`src/rtl/computer_pkg.sv`:
```
// Shared constants and loader state encoding for the
// 4-bit computer and its program loader.
package computer_pkg;

  localparam int CPU_ADDR_W = 4;
  localparam int CPU_INS_W  = 8;
  localparam int CPU_DAT_W  = 4;

  typedef enum logic [2:0] {
    LD_IDLE    = 3'd0,
    LD_ACCEPT  = 3'd1,
    LD_SETUP   = 3'd2,
    LD_PULSE   = 3'd3,
    LD_RECOVER = 3'd4,
    LD_RELEASE = 3'd5,
    LD_RUN     = 3'd6
  } ld_state_e;

endpackage

```
`src/rtl/prog_loader_ctrl.sv`:
```
// Streams instruction/data words into the core's programming
// port while holding the core in reset, then releases it.
module prog_loader_ctrl
  import computer_pkg::*;
#(
  parameter int ADDR_W   = CPU_ADDR_W,
  parameter int INS_W    = CPU_INS_W,
  parameter int DAT_W    = CPU_DAT_W,
  parameter int PULSE_W  = 1,
  parameter int RST_HOLD = 4
) (
  input  logic              osc_clock,
  input  logic              reset,
  input  logic              start,
  input  logic              ld_valid,
  output logic              ld_ready,
  input  logic [INS_W-1:0]  ld_ins,
  input  logic [DAT_W-1:0]  ld_dat,
  input  logic              ld_last,
  output logic              prog_clk,
  output logic [ADDR_W-1:0] prog_add,
  output logic [INS_W-1:0]  prog_in,
  output logic [DAT_W-1:0]  prog_dat,
  output logic              cpu_reset,
  output logic              busy,
  output logic              done,
  output logic [ADDR_W:0]   wr_count
);

  localparam int TMAX  = (PULSE_W > RST_HOLD) ? PULSE_W : RST_HOLD;
  localparam int TMR_W = $clog2(TMAX + 1);
  localparam logic [ADDR_W-1:0] ADDR_MAX = '1;

  ld_state_e         state_q;
  logic [TMR_W-1:0]  timer_q;
  logic              last_q;
  logic              prog_clk_q;
  logic [ADDR_W-1:0] prog_add_q;
  logic [INS_W-1:0]  prog_in_q;
  logic [DAT_W-1:0]  prog_dat_q;
  logic              cpu_reset_q;
  logic              busy_q;
  logic              done_q;
  logic [ADDR_W:0]   wr_count_q;

  always_ff @(posedge osc_clock or posedge reset) begin
    if (reset) begin
      state_q     <= LD_IDLE;
      timer_q     <= '0;
      last_q      <= 1'b0;
      prog_clk_q  <= 1'b0;
      prog_add_q  <= '0;
      prog_in_q   <= '0;
      prog_dat_q  <= '0;
      cpu_reset_q <= 1'b1;
      busy_q      <= 1'b0;
      done_q      <= 1'b0;
      wr_count_q  <= '0;
    end else begin
      done_q <= 1'b0;
      unique case (state_q)
        // start coinciding with done is dropped
        LD_IDLE, LD_RUN: begin
          if (start && !done_q) begin
            state_q     <= LD_ACCEPT;
            cpu_reset_q <= 1'b1;
            busy_q      <= 1'b1;
            prog_add_q  <= '0;
            wr_count_q  <= '0;
          end
        end
        LD_ACCEPT: begin
          if (ld_valid) begin
            prog_in_q  <= ld_ins;
            prog_dat_q <= ld_dat;
            last_q     <= ld_last;
            state_q    <= LD_SETUP;
          end
        end
        LD_SETUP: begin
          prog_clk_q <= 1'b1;
          timer_q    <= TMR_W'(PULSE_W - 1);
          state_q    <= LD_PULSE;
        end
        LD_PULSE: begin
          if (timer_q == '0) begin
            prog_clk_q <= 1'b0;
            state_q    <= LD_RECOVER;
          end else begin
            timer_q <= timer_q - TMR_W'(1);
          end
        end
        LD_RECOVER: begin
          wr_count_q <= wr_count_q + (ADDR_W + 1)'(1);
          if (last_q || prog_add_q == ADDR_MAX) begin
            timer_q <= TMR_W'(RST_HOLD);
            state_q <= LD_RELEASE;
          end else begin
            prog_add_q <= prog_add_q + ADDR_W'(1);
            state_q    <= LD_ACCEPT;
          end
        end
        // RST_HOLD cycles spent here before the core is released
        LD_RELEASE: begin
          if (timer_q <= TMR_W'(1)) begin
            state_q     <= LD_RUN;
            cpu_reset_q <= 1'b0;
            busy_q      <= 1'b0;
            done_q      <= 1'b1;
          end else begin
            timer_q <= timer_q - TMR_W'(1);
          end
        end
        default: state_q <= LD_IDLE;
      endcase
    end
  end

  assign ld_ready  = (state_q == LD_ACCEPT);
  assign prog_clk  = prog_clk_q;
  assign prog_add  = prog_add_q;
  assign prog_in   = prog_in_q;
  assign prog_dat  = prog_dat_q;
  assign cpu_reset = cpu_reset_q;
  assign busy      = busy_q;
  assign done      = done_q;
  assign wr_count  = wr_count_q;

endmodule

```
`config.mk`:
```
export PLATFORM = sky130hd
export DESIGN_NAME = prog_loader_ctrl
export DESIGN_NICKNAME = d
export VERILOG_FILES = /design/src/rtl/computer_pkg.sv /design/src/rtl/prog_loader_ctrl.sv
export SDC_FILE = /design/constraint.sdc
export NUM_CORES = 1
export LEC_CHECK = 0
export CORE_MARGIN = 2
export CORE_UTILIZATION = 43
export CTS_CLUSTER_SIZE = 14
export DETAILED_ROUTE_END_ITERATION = 6
export PLACE_DENSITY = 0.71
export SKIP_LAST_GASP = 1
export SYNTH_ARGS = -nofsm -noshare
export SYNTH_HDL_FRONTEND = slang
export SYNTH_SLANG_ARGS = --single-unit
```
`constraint.sdc`:
```
create_clock -name osc_clock -period 1.7 [get_ports osc_clock]
set_input_delay 0.34 -clock osc_clock [delete_from_list [all_inputs] [get_ports osc_clock]]
set_output_delay 0.34 -clock osc_clock [all_outputs]
set_load 0.02 [all_outputs]
```
Word level (Yosys, flattened, before mapping) --
Index checks and enable logic that the tools add are counted.
Cells by class: mux-type cells 22, equal/unequal tests 15, $add $sub $neg 3, order comparisons 1, reductions and logical operators 17
Operator list (number):
- $mux W3 | 8
- $pmux W3 S6 | 1
- $ne A2 B2 Y1 const B | 8
- $pmux W3 S4 | 1
- $pmux W5 S2 | 1
- $eq A3 B3 Y1 const B | 3
- $mux W4 | 2
- $pmux W4 S2 | 1
- $reduce_and A4 Y1 | 2
- $eq A3 B2 Y1 const B | 2
- $logic_not A3 Y1 | 2
- $reduce_and A2 Y1 | 3
- $reduce_and A3 Y1 | 2
- $reduce_bool A2 Y1 | 3
- $add A5 B1 Y5 const B | 1
- $mux W1 | 5
- $mux W5 | 1
- $add A4 B1 Y4 const B | 1
- $eq A4 B4 Y1 const B | 1
- $pmux W1 S2 | 2
- $reduce_bool A4 Y1 | 1
- $eq A3 B1 Y1 const B | 1
- $le A3 B1 Y1 const B | 1
- $sub A3 B1 Y3 const B | 1
- other kinds (4) | 4
Word-level totals: input port bits 17, register bits 32, output and inout bits 26

Logic depth before layout (Yosys ltp) --
Gate-level depths: netlist of run 1.
depth in word-level cells 4, mapped depth 7, depth with buffers taken out 7

Worst setup path after synthesis of run 1 --
Ideal clock, no wire load.
kind reg-to-reg, start point register prog_add_q[0], in the netlist prog_add[0], end point register prog_add_q[3], in the netlist prog_add[3], path slack -125 ps, arrival 1701 ps, setup time 124 ps, data required time 1576 ps, cell stages (with the launch flop) 5, buffers on the path 0, path through dfrtp_1 -> ha_1 -> a311o_1 -> a311o_1 -> a211o_1
On the way: cells in the longest elaborated chain, start to end 4, elaborated cells on any way between the ends 7
Ends and longest elaborated chain:
- start: declaration | RTL line prog_loader_ctrl.sv:38 | logic [ADDR_W-1:0] prog_add_q;
- start signal: assignment | RTL line prog_loader_ctrl.sv:99 | prog_add_q <= prog_add_q + ADDR_W'(1);
- branches (longest 4 deep; another with $add A4 B1 Y4)
Parallel ways; which one is timed is not known. The select of a mux whose other input is x is not followed. A chain may end at the register's enable or synchronous reset.

Worst setup path after layout of run 1 --
start point register prog_add_q[1], in the netlist prog_add[1], end point register prog_add_q[3], in the netlist prog_add[3]
The elaborated chain is that of the path after synthesis.

==> results of run 1 <==
[cell families after synthesis]
kind of cell	after synthesis	share of synthesized area
adder cells (fa/ha/maj)	6	0.0453
AND/OR/NAND/NOR	46	0.144
flip-flops	32	0.501
multiplexers	14	0.0985
XOR/XNOR	1	0.00547
buffers and inverters	12	0.0328
AO/OA/AOI/OAI	39	0.173
[flip-flops by register name, indices dropped and copies added, names as in the netlist]
| register | count |
|---|---|
| last_q | 1 |
| prog_dat | 4 |
| state_q | 3 |
| prog_add | 4 |
| timer_q | 3 |
| cpu_reset | 1 |
| prog_in | 8 |
| busy | 1 |
| prog_clk | 1 |
| done | 1 |
| wr_count | 5 |
[layout make-up]
class,instances,area share
multi-input cells,106,0.327
flip-flops and latches,32,0.335
inverters,6,0.00937
clock inverters,1,0.0125
repair buffers,65,0.251
well taps,48,0.0250
clock buffers,7,0.0401
[cells in the mapped netlist (2+ instances only)]
| library cell | number | area [sq um] |
|---|---|---|
| mux2_1 | 10 | 113 |
| mux2_2 | 4 | 45.0 |
| nand3_1 | 6 | 30.0 |
| a211oi_1 | 2 | 15.0 |
| a211o_1 | 3 | 26.3 |
| nand2b_1 | 5 | 31.3 |
| a21o_1 | 2 | 15.0 |
| a21oi_1 | 5 | 25.0 |
| a311o_1 | 2 | 20.0 |
| and3_1 | 3 | 18.8 |
| dfrtp_1 | 31 | 776 |
| nand2_1 | 10 | 37.5 |
| buf_2 | 3 | 15.0 |
| nor2_1 | 12 | 45.0 |
| a31oi_1 | 2 | 12.5 |
| ha_1 | 5 | 62.6 |
| o21a_1 | 2 | 15.0 |
| o21ai_0 | 11 | 55.1 |
| clkbuf_1 | 2 | 7.51 |
| inv_1 | 6 | 22.5 |
| nor2b_1 | 2 | 12.5 |
| a311oi_1 | 2 | 17.5 |
| a22o_1 | 3 | 26.3 |
[worst max path at each step]
| stage | depth (start not counted) | from | to | slack, ns |
|---|---|---|---|---|
| after floorplan | 4 | prog_add[1] | prog_add[3] | -0.01 |
| after global placement | 5 | start | wr_count[3] | -0.18 |
| after detailed placement | 5 | start | prog_add[3] | -0.21 |
| after CTS | 1 | wr_count[0] | wr_count[0] | 0.005 |
| after global routing | 6 | timer_q[1] | busy | -0.003 |
| final | 4 | prog_add[1] | prog_add[3] | 0.04 |
[routing by layer]
| layer | wire length (um) | up-vias | global-route usage |
|---|---|---|---|
| met5 | 0 | - | 0 |
| met1 | 1630 | 681 | 0.237 |
| met4 | 85 | 0 | 0.114 |
| met2 | 1770 | 62 | 0.322 |
| li1 | - | 673 | - |
| met3 | 254 | 9 | 0.0503 |
[through the flow]
stage          setup slack [ns]  total power (W)  instances
3_3_place_gp             -0.181          0.00346        256
5_1_grt                -0.00285          0.00469        265
2_1_floorplan           -0.0115          0.00253        150
3_5_place_dp             -0.213          0.00355        256
4_1_cts                 0.00535          0.00434        264
6_report                 0.0391          0.00438        265
[where the power goes]
part	switching, W	internal (W)
registers	0.000220	0.00109
clock network	0.000283	0.000517
logic	0.00115	0.00113
[what timing repair did]
action                                  4_1_cts  5_1_grt
pin swaps                                     1        1
endpoints found under the hold margin         0        0
setup buffers                                 0        1
gates resized for setup                       7       13
endpoints found under the setup margin        7        9
==> impl_metrics.py, run 1 <==
metrics = {
    "job": {
        "max-cap-violations": 0,
    },
    "synthesis": {
        "ys_types": 40,
        "ys_ff_latch": 32,
        "ys_seq_area_frac": 0.501,
        "synth_edf_count": 0,
        "avgSynthCellArea_sq_um": 10.7,
        "ys.flop_type": "dfrtp_1",
        "synth_area_sq_um": 1600,
        "synth_cells": 150,
        "synthArstFlopShare": 1.00,
        "syn_nets": 172,
        "ys_warn_count": 0,
    },
    "layout": {
        "fin_area_sq_um": 2400,
        "multi_input_area_sq_um": 786,
        "diodes": 0,
        "regArea_sq_um": 806,
        "mostFrequentLayoutCell": "clkdlybuf4s50_1",
        "utilization": 0.667,
        "areaGrowthSynthToFinish_pct": 50.3,
        "nets": 238,
        "drive_gt1_frac": 0.235,
        "mostFrequentLayoutCells": "clkdlybuf4s50_1 (32), dfrtp_1 (28), buf_4 (22), nor2_1 (11), o21ai_0 (11)",
        "fill_cells": 301,
    },
    "timing": {
        "hold_ws_ns": 0.306,
        "fmax_mhz": 602,
        "slew_viol_final": 0,
        "worst_slew_pin_slew_ns": 0.292,
        "setup_viol": 0,
        "maxSlewHeadroom": 0.804,
        "fin_skew_ns": 0.00903,
        "hold_viol_final": 0,
        "period_needed_ns": 1.66,
        "period_share": 0.977,
        "finalSetupTns_ns": 0,
    },
    "detailed_routing": {
        "drcViolationCount": 0,
        "drtIter0Drc": 54,
        "vias": 1425,
        "via_per_inst": 5.38,
        "wirelength_um": 3740,
        "dr.pass1.iters": 4,
        "final_antenna_net_count": 0,
        "wl_per_cell_um": 14.1,
    },
    "clock_tree": {
        "cts.sinks": 32,
        "ctsHoldBuffers": 0,
        "clk_latency_ns": 0.29,
        "cts-root-to-sink-buffers": 2,
        "cts_tree": "done",
        "clk_pin_slew_worst_paths_ns": 0.07,
        "tritoncts.num_buffers": 5,
        "clock_tree.root_cell": "clkbuf_8",
        "htreeDepth": 2,
    },
    "setup_path": {
        "slowest_stage": "dfrtp_2",
        "worst_path_most_repeated_cell": "a311o_1",
        "critPathMaxFanout": 4,
        "r2r-end": "prog_add[3]",
        "startpoint_type": "flop",
        "worstPathArrival_ns": 1.84,
        "path_cells": "ha_4, a311o_1, a311o_1, a211o_1",
        "r2r_start": "prog_add[1]",
        "rr_worst_depth": 4,
        "path_delay_family": "compound AO/OA/AOI/OAI gates",
        "critPathKind": "reg2reg",
        "slowest_delay_ns": 0.43,
        "worstPathRequired_ns": 1.88,
        "worstSetupEndpointType": "flop",
        "path_buf_inv": 0,
        "ff2ff_setup_slack_ns": 0.04,
    },
    "placed_design": {
        "hpwl_um": 2790,
        "routabilityCongestion": 0.835,
        "portBuffers": 42,
        "placed_cell_area_sq_um": 2250,
    },
    "global_route": {
        "grt_use_total": 0.198,
        "grt_max_degree": 17,
        "grt_pass1_wl_um": 6330,
        "grt_overflow": 0,
        "antenna_found_initial": 0,
        "first_global_vias": 1484,
    },
    "power": {
        "p_leak_nw": 1.14,
        "p_per_area_nw_per_um2": 1820,
        "ir_worst_vdd_mv": 1.21,
    },
    "floorplan": {
        "rows": 22,
        "start_util": 0.444,
        "die_area_sq_um": 4230,
        "ios": 43,
        "dieWidth_um": 65.0,
        "placeableCoreArea_sq_um": 3610,
        "fp.dieH_um": 65.0,
    },
    "min_path": {
        "hp-class": "in2async",
    },
    "status": {
        "status": "finished, final reports clean",
    },
}
No activity file was read; power rests on OpenSTA's default activity.
==> inputs of run 2 (changes only) <==
- SLEW_MARGIN: default -> 5
==> results of run 2 <==
Same layout as run 1: the final DEF is identical, and so are final timing and power.
==> inputs of run 3 (changes only) <==
- SETUP_SLACK_MARGIN: default -> 0.05
- TNS_END_PERCENT: default -> 20
==> impl_metrics.py, run 3 (same netlist as run 1, synthesis figures left out) <==
metrics = {
    "setup_path": {
        "ff2ff_setup_slack_ns": 0.03,
        "rr_worst_depth": 5,
        "worstPathRequired_ns": 1.36,
        "r2r_start": "state_q[1]",
        "worstPathArrival_ns": 1.38,
        "path_depth": 2,
        "critPathMaxFanout": 6,
        "path_buf_inv": 2,
        "slowest_stage": "clkdlybuf4s50_1",
        "r2r-end": "prog_add[3]",
        "slowest_delay_ns": 0.60,
        "path_cells": "buf_4, clkdlybuf4s50_1",
        "path_delay_family": "buffers and inverters",
        "startpoint_type": "flop",
        "critPathKind": "reg2out",
        "worstSetupEndpointType": "output port",
    },
    "clock_tree": {
        "clock_tree.root_cell": "clkbuf_8",
        "cts-root-to-sink-buffers": 2,
        "post_cts_buffers": 0,
        "htreeDepth": 2,
        "ctsHoldBuffers": 0,
        "clk_pin_slew_worst_paths_ns": 0.07,
        "cts.sinks": 32,
        "tritoncts.num_buffers": 5,
        "clk_latency_ns": 0.29,
        "cts_tree": "done",
    },
    "layout": {
        "drive_gt1_frac": 0.178,
        "largest_reg_flops": 8,
        "areaGrowthSynthToFinish_pct": 45.0,
        "mostFrequentLayoutCells": "clkdlybuf4s50_1 (37), dfrtp_1 (29), buf_4 (18), nor2_1 (11), o21ai_0 (11)",
        "instances_no_fill": 261,
        "mostFrequentLayoutCell": "clkdlybuf4s50_1",
        "utilization": 0.644,
        "diodes": 0,
        "nets": 234,
    },
    "detailed_routing": {
        "final_antenna_net_count": 0,
        "drtIter0Drc": 44,
        "wl_per_cell_um": 13.9,
        "wirelength_um": 3640,
        "vias": 1417,
        "dr.pass1.iters": 4,
        "via_per_inst": 5.43,
        "drcViolationCount": 0,
    },
    "job": {
        "max-cap-violations": 0,
    },
    "timing": {
        "hold_viol_final": 0,
        "worst_slew_pin_slew_ns": 0.385,
        "setup_viol": 1,
        "fmax_mhz": 580,
        "maxSlewHeadroom": 0.741,
        "fin_skew_ns": 0.00808,
        "rsz0062_at_grt": "yes",
        "period_needed_ns": 1.72,
        "slew_viol_final": 0,
        "period_share": 1.01,
        "finalWorstSetupSlack_ns": -0.0235,
    },
    "min_path": {
        "hp-class": "in2async",
    },
    "floorplan": {
        "rows": 22,
        "start_util": 0.444,
        "die_area_sq_um": 4230,
        "ios": 43,
        "placeableCoreArea_sq_um": 3610,
        "fp.dieH_um": 65.0,
        "dieWidth_um": 65.0,
    },
    "placed_design": {
        "routabilityCongestion": 0.914,
        "place_ws_ns": -0.175,
        "portBuffers": 42,
        "dp_cells": 253,
        "hpwl_um": 2790,
    },
    "power": {
        "p_per_area_nw_per_um2": 1750,
        "p_leak_nw": 1.08,
        "ir_worst_vdd_mv": 0.911,
        "power_w": 0.00406,
    },
    "global_route": {
        "grt_pass1_wl_um": 6090,
        "grt_use_total": 0.189,
        "first_global_vias": 1358,
        "grt_overflow": 0,
        "grt_max_degree": 21,
        "antenna_found_initial": 0,
    },
    "status": {
        "violations": "setup timing",
        "status": "complete, but fails checks",
    },
}
## run 3: cell count changes in the layout (fill, tap and decap cells not counted), sizes merged
cell           before  now
buf                23   19
bufinv              1    0
clkbuf              8    6
clkdlybuf4s50      32   37
clkinv              0    2
dlygate4sd2         5    2
dlymetal6s2s        4    3
## run 3: worst max path at each step
stage                 from     endpoint
2_1_floorplan  prog_add[1]  prog_add[0]
3_3_place_gp         start  wr_count[3]
3_5_place_dp         start  wr_count[1]
4_1_cts        prog_add[1]  prog_add[1]
5_1_grt        prog_add[3]  prog_add[3]
6_report       prog_add[3]  prog_add[3]
## run 3: final cells by class
type / count / area, sq um
clock buffer: 6 / 82.6
clock inverter: 2 / 10.0
fill: 311 / 1280
inverter: 6 / 22.5
multi-input combinational: 106 / 761
sequential: 32 / 805
tap: 48 / 60.1
timing repair buffer: 61 / 581
## run 3: metal layers
metal,track usage,part of all wire,vias up,wire length [um]
li1,-,-,673,-
met1,0.230,0.42,662,1550
met2,0.323,0.48,68,1730
met3,0.0590,0.082,14,298
met4,0.0479,0.017,0,61
met5,0,0,-,0
## run 3: stage by stage
stage / hold WS, ns / cell area, sq um / TNS (ns)
6_report: 0.280 / 2320 / -0.0235
2_1_floorplan: 0.455 / 1620 / 0
5_1_grt: 0.304 / 2320 / -0.221
4_1_cts: 0.291 / 2310 / -0.174
3_5_place_dp: 0.476 / 2220 / -1.21
3_3_place_gp: 0.464 / 2220 / -0.974
## run 3: repair_timing
action / in CTS / in global routing
gates resized for setup: 2 / 3
cloned: 0 / 0
setup endpoints to repair: 13 / 17
endpoints found under the hold margin: 0 / 0
## run 3: power breakdown
group	total [W]	internal (W)	switching, W	leakage [nW]
Clock	0.000601	0.000322	0.000278	0.0510
Sequential	0.00127	0.00108	0.000191	0.393
Combinational	0.00219	0.00107	0.00112	0.634
